<file path="config.mk">
export PLATFORM = sky130hd
export DESIGN_NAME = prime_pair_finder
export DESIGN_NICKNAME = d
export VERILOG_FILES = /design/src/rtl/prime_pair_finder.sv
export SDC_FILE = /design/constraint.sdc
export NUM_CORES = 1
export LEC_CHECK = 0
export CAP_MARGIN = 20
export CELL_PAD_IN_SITES_DETAIL_PLACEMENT = 1
export CELL_PAD_IN_SITES_GLOBAL_PLACEMENT = 1
export CORE_MARGIN = 2
export CORE_UTILIZATION = 42
export DETAILED_ROUTE_END_ITERATION = 6
export PLACE_DENSITY = 0.76
export SYNTH_ARGS = -nofsm -noshare
export SYNTH_HDL_FRONTEND = slang
export SYNTH_SLANG_ARGS = --single-unit
</file>
<file path="constraint.sdc">
create_clock -name clk -period 2.04 [get_ports clk]
set_input_delay 0.306 -clock clk [delete_from_list [all_inputs] [get_ports clk]]
set_output_delay 0.306 -clock clk [all_outputs]
set_load 0.005 [all_outputs]
</file>
<file path="src/rtl/prime_pair_finder.sv">
// prime_pair_finder
// Requester side of the CheckPrime start/num -> finish/IsPrime handshake.
// Walks odd candidates upward from a seed, asks an external checker about
// each one, and keeps the first two distinct primes it hears about as the
// RSA pair (p, q). Gives up after a bounded number of requests or when the
// checker stays silent for too long on a single request.

module prime_pair_finder #(
  parameter int WIDTH          = 8,
  parameter int MAX_TRIES      = 64,
  parameter int TIMEOUT        = 16384,
  parameter int ACCEPT_ASSUMED = 0
) (
  input  logic             clk,
  input  logic             rst_n,
  input  logic             start,
  input  logic [WIDTH-1:0] seed,
  output logic             chk_start,
  output logic [WIDTH-1:0] chk_num,
  input  logic             chk_finish,
  input  logic             chk_is_prime,
  input  logic             chk_assume_prime,
  output logic             busy,
  output logic             done,
  output logic             fail,
  output logic [WIDTH-1:0] p,
  output logic [WIDTH-1:0] q
);

  localparam int TRY_W   = $clog2(MAX_TRIES + 1);
  localparam int TMR_W   = $clog2(TIMEOUT + 1);
  localparam bit ACCEPT  = (ACCEPT_ASSUMED != 0);

  typedef enum logic [2:0] {
    ST_IDLE,
    ST_ISSUE,
    ST_WAIT,
    ST_DONE,
    ST_FAIL
  } state_t;

  state_t             state;
  state_t             state_next;

  logic [WIDTH-1:0]   cand;
  logic               found;
  logic [TRY_W-1:0]   tries;
  logic [TMR_W-1:0]   timer;

  logic               accept_start;
  logic               verdict;
  logic               pair_complete;
  logic               tries_exhausted;
  logic               timer_expired;
  logic [WIDTH-1:0]   odd_seed;
  logic [WIDTH-1:0]   seed_cand;
  logic [WIDTH:0]     cand_plus_two;
  logic [WIDTH-1:0]   next_cand;

  // Start is only honoured when no scan is in flight.
  assign accept_start = start &&
                        ((state == ST_IDLE) || (state == ST_DONE) || (state == ST_FAIL));

  // Assumed-prime verdicts only count when the build opts into them.
  assign verdict       = chk_is_prime | (ACCEPT & chk_assume_prime);
  assign pair_complete = verdict & found & (cand != p);

  assign tries_exhausted = (tries == TRY_W'(MAX_TRIES));
  assign timer_expired   = (timer == TMR_W'(TIMEOUT - 1));

  // First candidate is the seed forced odd, never below 3 (2 is never tried).
  assign odd_seed  = seed | WIDTH'(1);
  assign seed_cand = (odd_seed < WIDTH'(3)) ? WIDTH'(3) : odd_seed;

  // Step by two; running off the top of the range restarts the scan at 3.
  assign cand_plus_two = {1'b0, cand} + (WIDTH + 1)'(2);
  assign next_cand     = cand_plus_two[WIDTH] ? WIDTH'(3) : cand_plus_two[WIDTH-1:0];

  // State register.
  always_ff @(posedge clk or negedge rst_n) begin
    if (!rst_n) begin
      state <= ST_IDLE;
    end else begin
      state <= state_next;
    end
  end

  // Next-state decode; a checker answer in the last allowed cycle beats the timeout.
  always_comb begin
    state_next = state;
    case (state)
      ST_IDLE, ST_DONE, ST_FAIL: begin
        if (accept_start) begin
          state_next = ST_ISSUE;
        end
      end
      ST_ISSUE: begin
        state_next = ST_WAIT;
      end
      ST_WAIT: begin
        if (chk_finish) begin
          if (pair_complete) begin
            state_next = ST_DONE;
          end else if (tries_exhausted) begin
            state_next = ST_FAIL;
          end else begin
            state_next = ST_ISSUE;
          end
        end else if (timer_expired) begin
          state_next = ST_FAIL;
        end
      end
      default: begin
        state_next = ST_IDLE;
      end
    endcase
  end

  // Scan datapath: candidate, collected primes, request and wait counters.
  always_ff @(posedge clk or negedge rst_n) begin
    if (!rst_n) begin
      cand  <= '0;
      p     <= '0;
      q     <= '0;
      found <= 1'b0;
      tries <= '0;
      timer <= '0;
    end else begin
      case (state)
        ST_IDLE, ST_DONE, ST_FAIL: begin
          if (accept_start) begin
            cand  <= seed_cand;
            p     <= '0;
            q     <= '0;
            found <= 1'b0;
            tries <= '0;
            timer <= '0;
          end
        end
        ST_ISSUE: begin
          tries <= tries + TRY_W'(1);
          timer <= '0;
        end
        ST_WAIT: begin
          if (chk_finish) begin
            if (verdict && !found) begin
              p     <= cand;
              found <= 1'b1;
            end else if (pair_complete) begin
              q <= cand;
            end
            cand <= next_cand;
          end else begin
            timer <= timer + TMR_W'(1);
          end
        end
        default: begin
        end
      endcase
    end
  end

  // Status and request strobes follow directly from the current state.
  always_comb begin
    chk_start = (state == ST_ISSUE);
    busy      = (state == ST_ISSUE) || (state == ST_WAIT);
    done      = (state == ST_DONE);
    fail      = (state == ST_FAIL);
  end

  assign chk_num = cand;

endmodule

</file>
==> results of run 1 <==
[kinds of logic after synthesis]
group           synth area share (%)
mux                            10.54
compound gates                 13.20
simple gates                   25.39
flops                          42.32
buf+inv                        4.190
xor+xnor                       2.666
fa+ha+maj                      1.693
[power by group through the flow]
stage | Combinational, mW | Sequential (mW) | Clock [mW]
after floorplan | 1.31 | 1.41 | 0
after global placement | 2.18 | 1.42 | 0
after detailed placement | 2.26 | 1.43 | 0
after CTS | 2.37 | 1.41 | 0.665
after global routing | 2.72 | 1.44 | 0.697
final | 2.50 | 1.41 | 0.648
[registers in the layout, summed over array words and instances, names as in the netlist]
signal,cells
found,1
tries,7
chk_num,8
state,3
timer,15
p,8
q,8
[routing by layer]
metal	global-route usage [%]	share of wire, %	up-vias
li1	-	-	1242
met1	33.96	49	1313
met2	36.09	48	36
met3	4.053	2.5	7
met4	3.916	0.82	0
met5	0	0	-
[timing repair]
action,4_1_cts,5_1_grt
setup buffers,5,6
setup endpoints to repair,4,12
pin swaps,2,1
gates resized for setup,8,5
gates cloned,1,0
hold buffers,0,0
[synthesized netlist by cell type, drive strengths merged, types with 2 or more instances]
| library cell | count |
|---|---|
| nand2 | 59 |
| dfrtp | 50 |
| mux2i | 30 |
| nand2b | 17 |
| nand3 | 16 |
| a21oi | 14 |
| buf | 11 |
| nor2 | 11 |
| o21ai | 9 |
| xnor2 | 8 |
| and2 | 6 |
| a211oi | 5 |
| clkbuf | 5 |
| nand4 | 5 |
| a2111oi | 4 |
| ha | 4 |
| inv | 4 |
| and4 | 3 |
| nor2b | 3 |
| nor3 | 3 |
| nor3b | 3 |
| a21o | 2 |
| a221o | 2 |
| and3 | 2 |
| and4b | 2 |
| nand3b | 2 |
| nor4 | 2 |
| o211ai | 2 |
| o31ai | 2 |
| o32a | 2 |
| or3b | 2 |
[cell type report]
cell class	instances	area [µm²]	share of cell area, %
clock inverter	3	28.78	0.7516
clock buffer	5	68.82	1.797
timing repair buffer	76	710.7	18.56
sequential	50	1255	32.78
tap	96	120.1	3.137
multi-input combinational	238	1628	42.52
inverter	4	17.52	0.4575
[worst min path at each step]
stage	endpoint	cells past startpoint
CTS	chk_num[2]	1
global placement	chk_num[5]	1
detailed placement	chk_num[5]	1
global route	chk_num[5]	1
floorplan	chk_num[0]	0
finish	chk_num[5]	1
[critical path, stage by stage, from the launching register on]
cell and delay, ns:
dfrtp_2 0.43, buf_4 0.15, buf_4 0.15, nand2b_1 0.16
a21o_1 0.29, a2111oi_1 0.51, mux2i_1 0.24
[metrics by stage]
stage,util (%),TNS (ns)
floorplan,-,0
CTS,55.12,0
global route,56.35,-0.1771
finish,56.35,0
global placement,52.82,-1.472
detailed placement,52.82,-2.822
==> impl_metrics.csv, run 1 <==
group,metric,value,unit
logic_synthesis,netlist_area,2957,µm²
clocking,htree_levels,2,
logic_synthesis,ys_async_sr_fraction,100.0,%
placement,gp_congestion,0.7980,
pwr,p_seq_share,30.9,%
global_routing,grt_pass1_vias,2688,
detailed_routing,drc,0,
timing,hold_violations,22,
floorplan,die_x,87.90,µm
timing,worstMarginPinSlew,0.6008,ns
placement,portBuffers,39,
layout,layout_common_cells,"58 x nand2_1, 47 x dfrtp_1, 36 x clkdlybuf4s50_1, 33 x buf_4, 30 x mux2i_1",
pwr,power,4.559,mW
setup_path,crit_path_start_kind,"flip-flop",
layout,nFillCells,781,
global_routing,grtUsageTotal,23.05,%
clocking,clkTransAtPathRegs,0.11,ns
detailed_routing,avgRoutedWirePerCell,18.06,µm
pwr,p_sw,1.923,mW
timing,period_share,98.90,%
clocking,max-clock-path-buffers,2,
pwr,power.leakage,1.692,nW
hold_path,min_path_type,"in2async",
layout,syn2layout_area_growth,29.50,%
detailed_routing,drt-vias-per-instance,5.504,
layout,final_cells,472,
logic_synthesis,synthTopCellsByArea,"dfrtp_1 42%, mux2i_1 10%, nand2_1 7.5%, nand2b_1 3.6%, nand3_1 2.7%",
floorplan,initial_core_util,43.52,%
setup_path,rr_endpoint,"timer[12]",
logic_synthesis,synth_top_area_cell,"dfrtp_1",
layout,final_cell_area,3829,µm²
logic_synthesis,synth_seq_cells,50,
layout,drive_gt1_share,17.82,%
setup_path,required,2.28,ns
setup_path,r2r_cells,6,
detailed_routing,ant_nets,0,
pwr,pwr-share-comb,54.9,%
logic_synthesis,synth.distinct_cells,60,
logic_synthesis,yosysWarnings,0,
timing,slew_headroom,59.38,%
pwr,power.internal,2.635,mW
timing,setup_viol,0,
floorplan,rows,30,
timing,finalMaxSlewViolations,0,
setup_path,crit_end,"timer[12]",
floorplan,ios,42,
setup_path,cp-end-kind,"flip-flop",
setup_path,worst-path-max-fanout,7,
status,failed_checks,"hold timing",
timing,holdWs,-0.01619,ns
logic_synthesis,mappedNetlistNets,325,
timing,min_period,2.018,ns
clocking,clock_sinks,50,
clocking,cts-root-buf,"clkbuf_8",
flow_run,drv_cap,0,
floorplan,die-area,7726,µm²
detailed_routing,wirelength,8.524,mm
logic_synthesis,avgSynthCellArea,9.631,µm²
pwr,switching_share,42.19,%
placement,dp.cells,452,
detailed_routing,drt_iter0_drc,163,
status,status,"finished with violations",
pwr,pwr-share-clk,14.2,%
global_routing,gr-total-overflow,0,
floorplan,die_h,87.90,µm
setup_path,critical_path_class,"reg2reg",
clocking,cts_tree,"yes",
placement,dp_hpwl,5.961,mm
placement,placed_area,3588,µm²
setup_path,rrSetupSlack,0.02,ns
layout,layout.nets,393,
global_routing,antenna_found_initial,0,
setup_path,r2r-start,"state[2]",
logic_synthesis,synthCells,307,
setup_path,startpoint,"state[2]",
logic_synthesis,synth_enable_flop_cells,0,
layout,n_antenna_cell,0,
detailed_routing,dr.pass1.iters,4,
timing,layout_setup_ws,0.02242,ns
logic_synthesis,synth_ff_type,"dfrtp_1",
logic_synthesis,synth_top_area_share,42.32,%
placement,place_ws,-0.1846,ns
setup_path,cp.arrival,2.26,ns
global_routing,grt_pass1_wl,13.76,mm
timing,skew,0.006242,ns
logic_synthesis,yosysSeqAreaShare,42.32,%
pwr,p_per_area,1191,nW/µm²
clocking,cts_inserted_buffers,5,
clocking,clock_latency,0.32,ns
timing,fmax,495.6,MHz
detailed_routing,via_count,2598,
layout,final_common_cell,"nand2_1",
global_routing,grt_max_degree,29,
floorplan,core_region_area,6794,µm²
pwr,vdd_drop_max,0.5296,mV
Power figures use the tool's default switching activity.
==> run 2: changes to the inputs <==
Settings changed: TNS_END_PERCENT from default to 100.
==> results of run 2 <==
No change in the layout: final DEF, timing and power equal those of run 1.
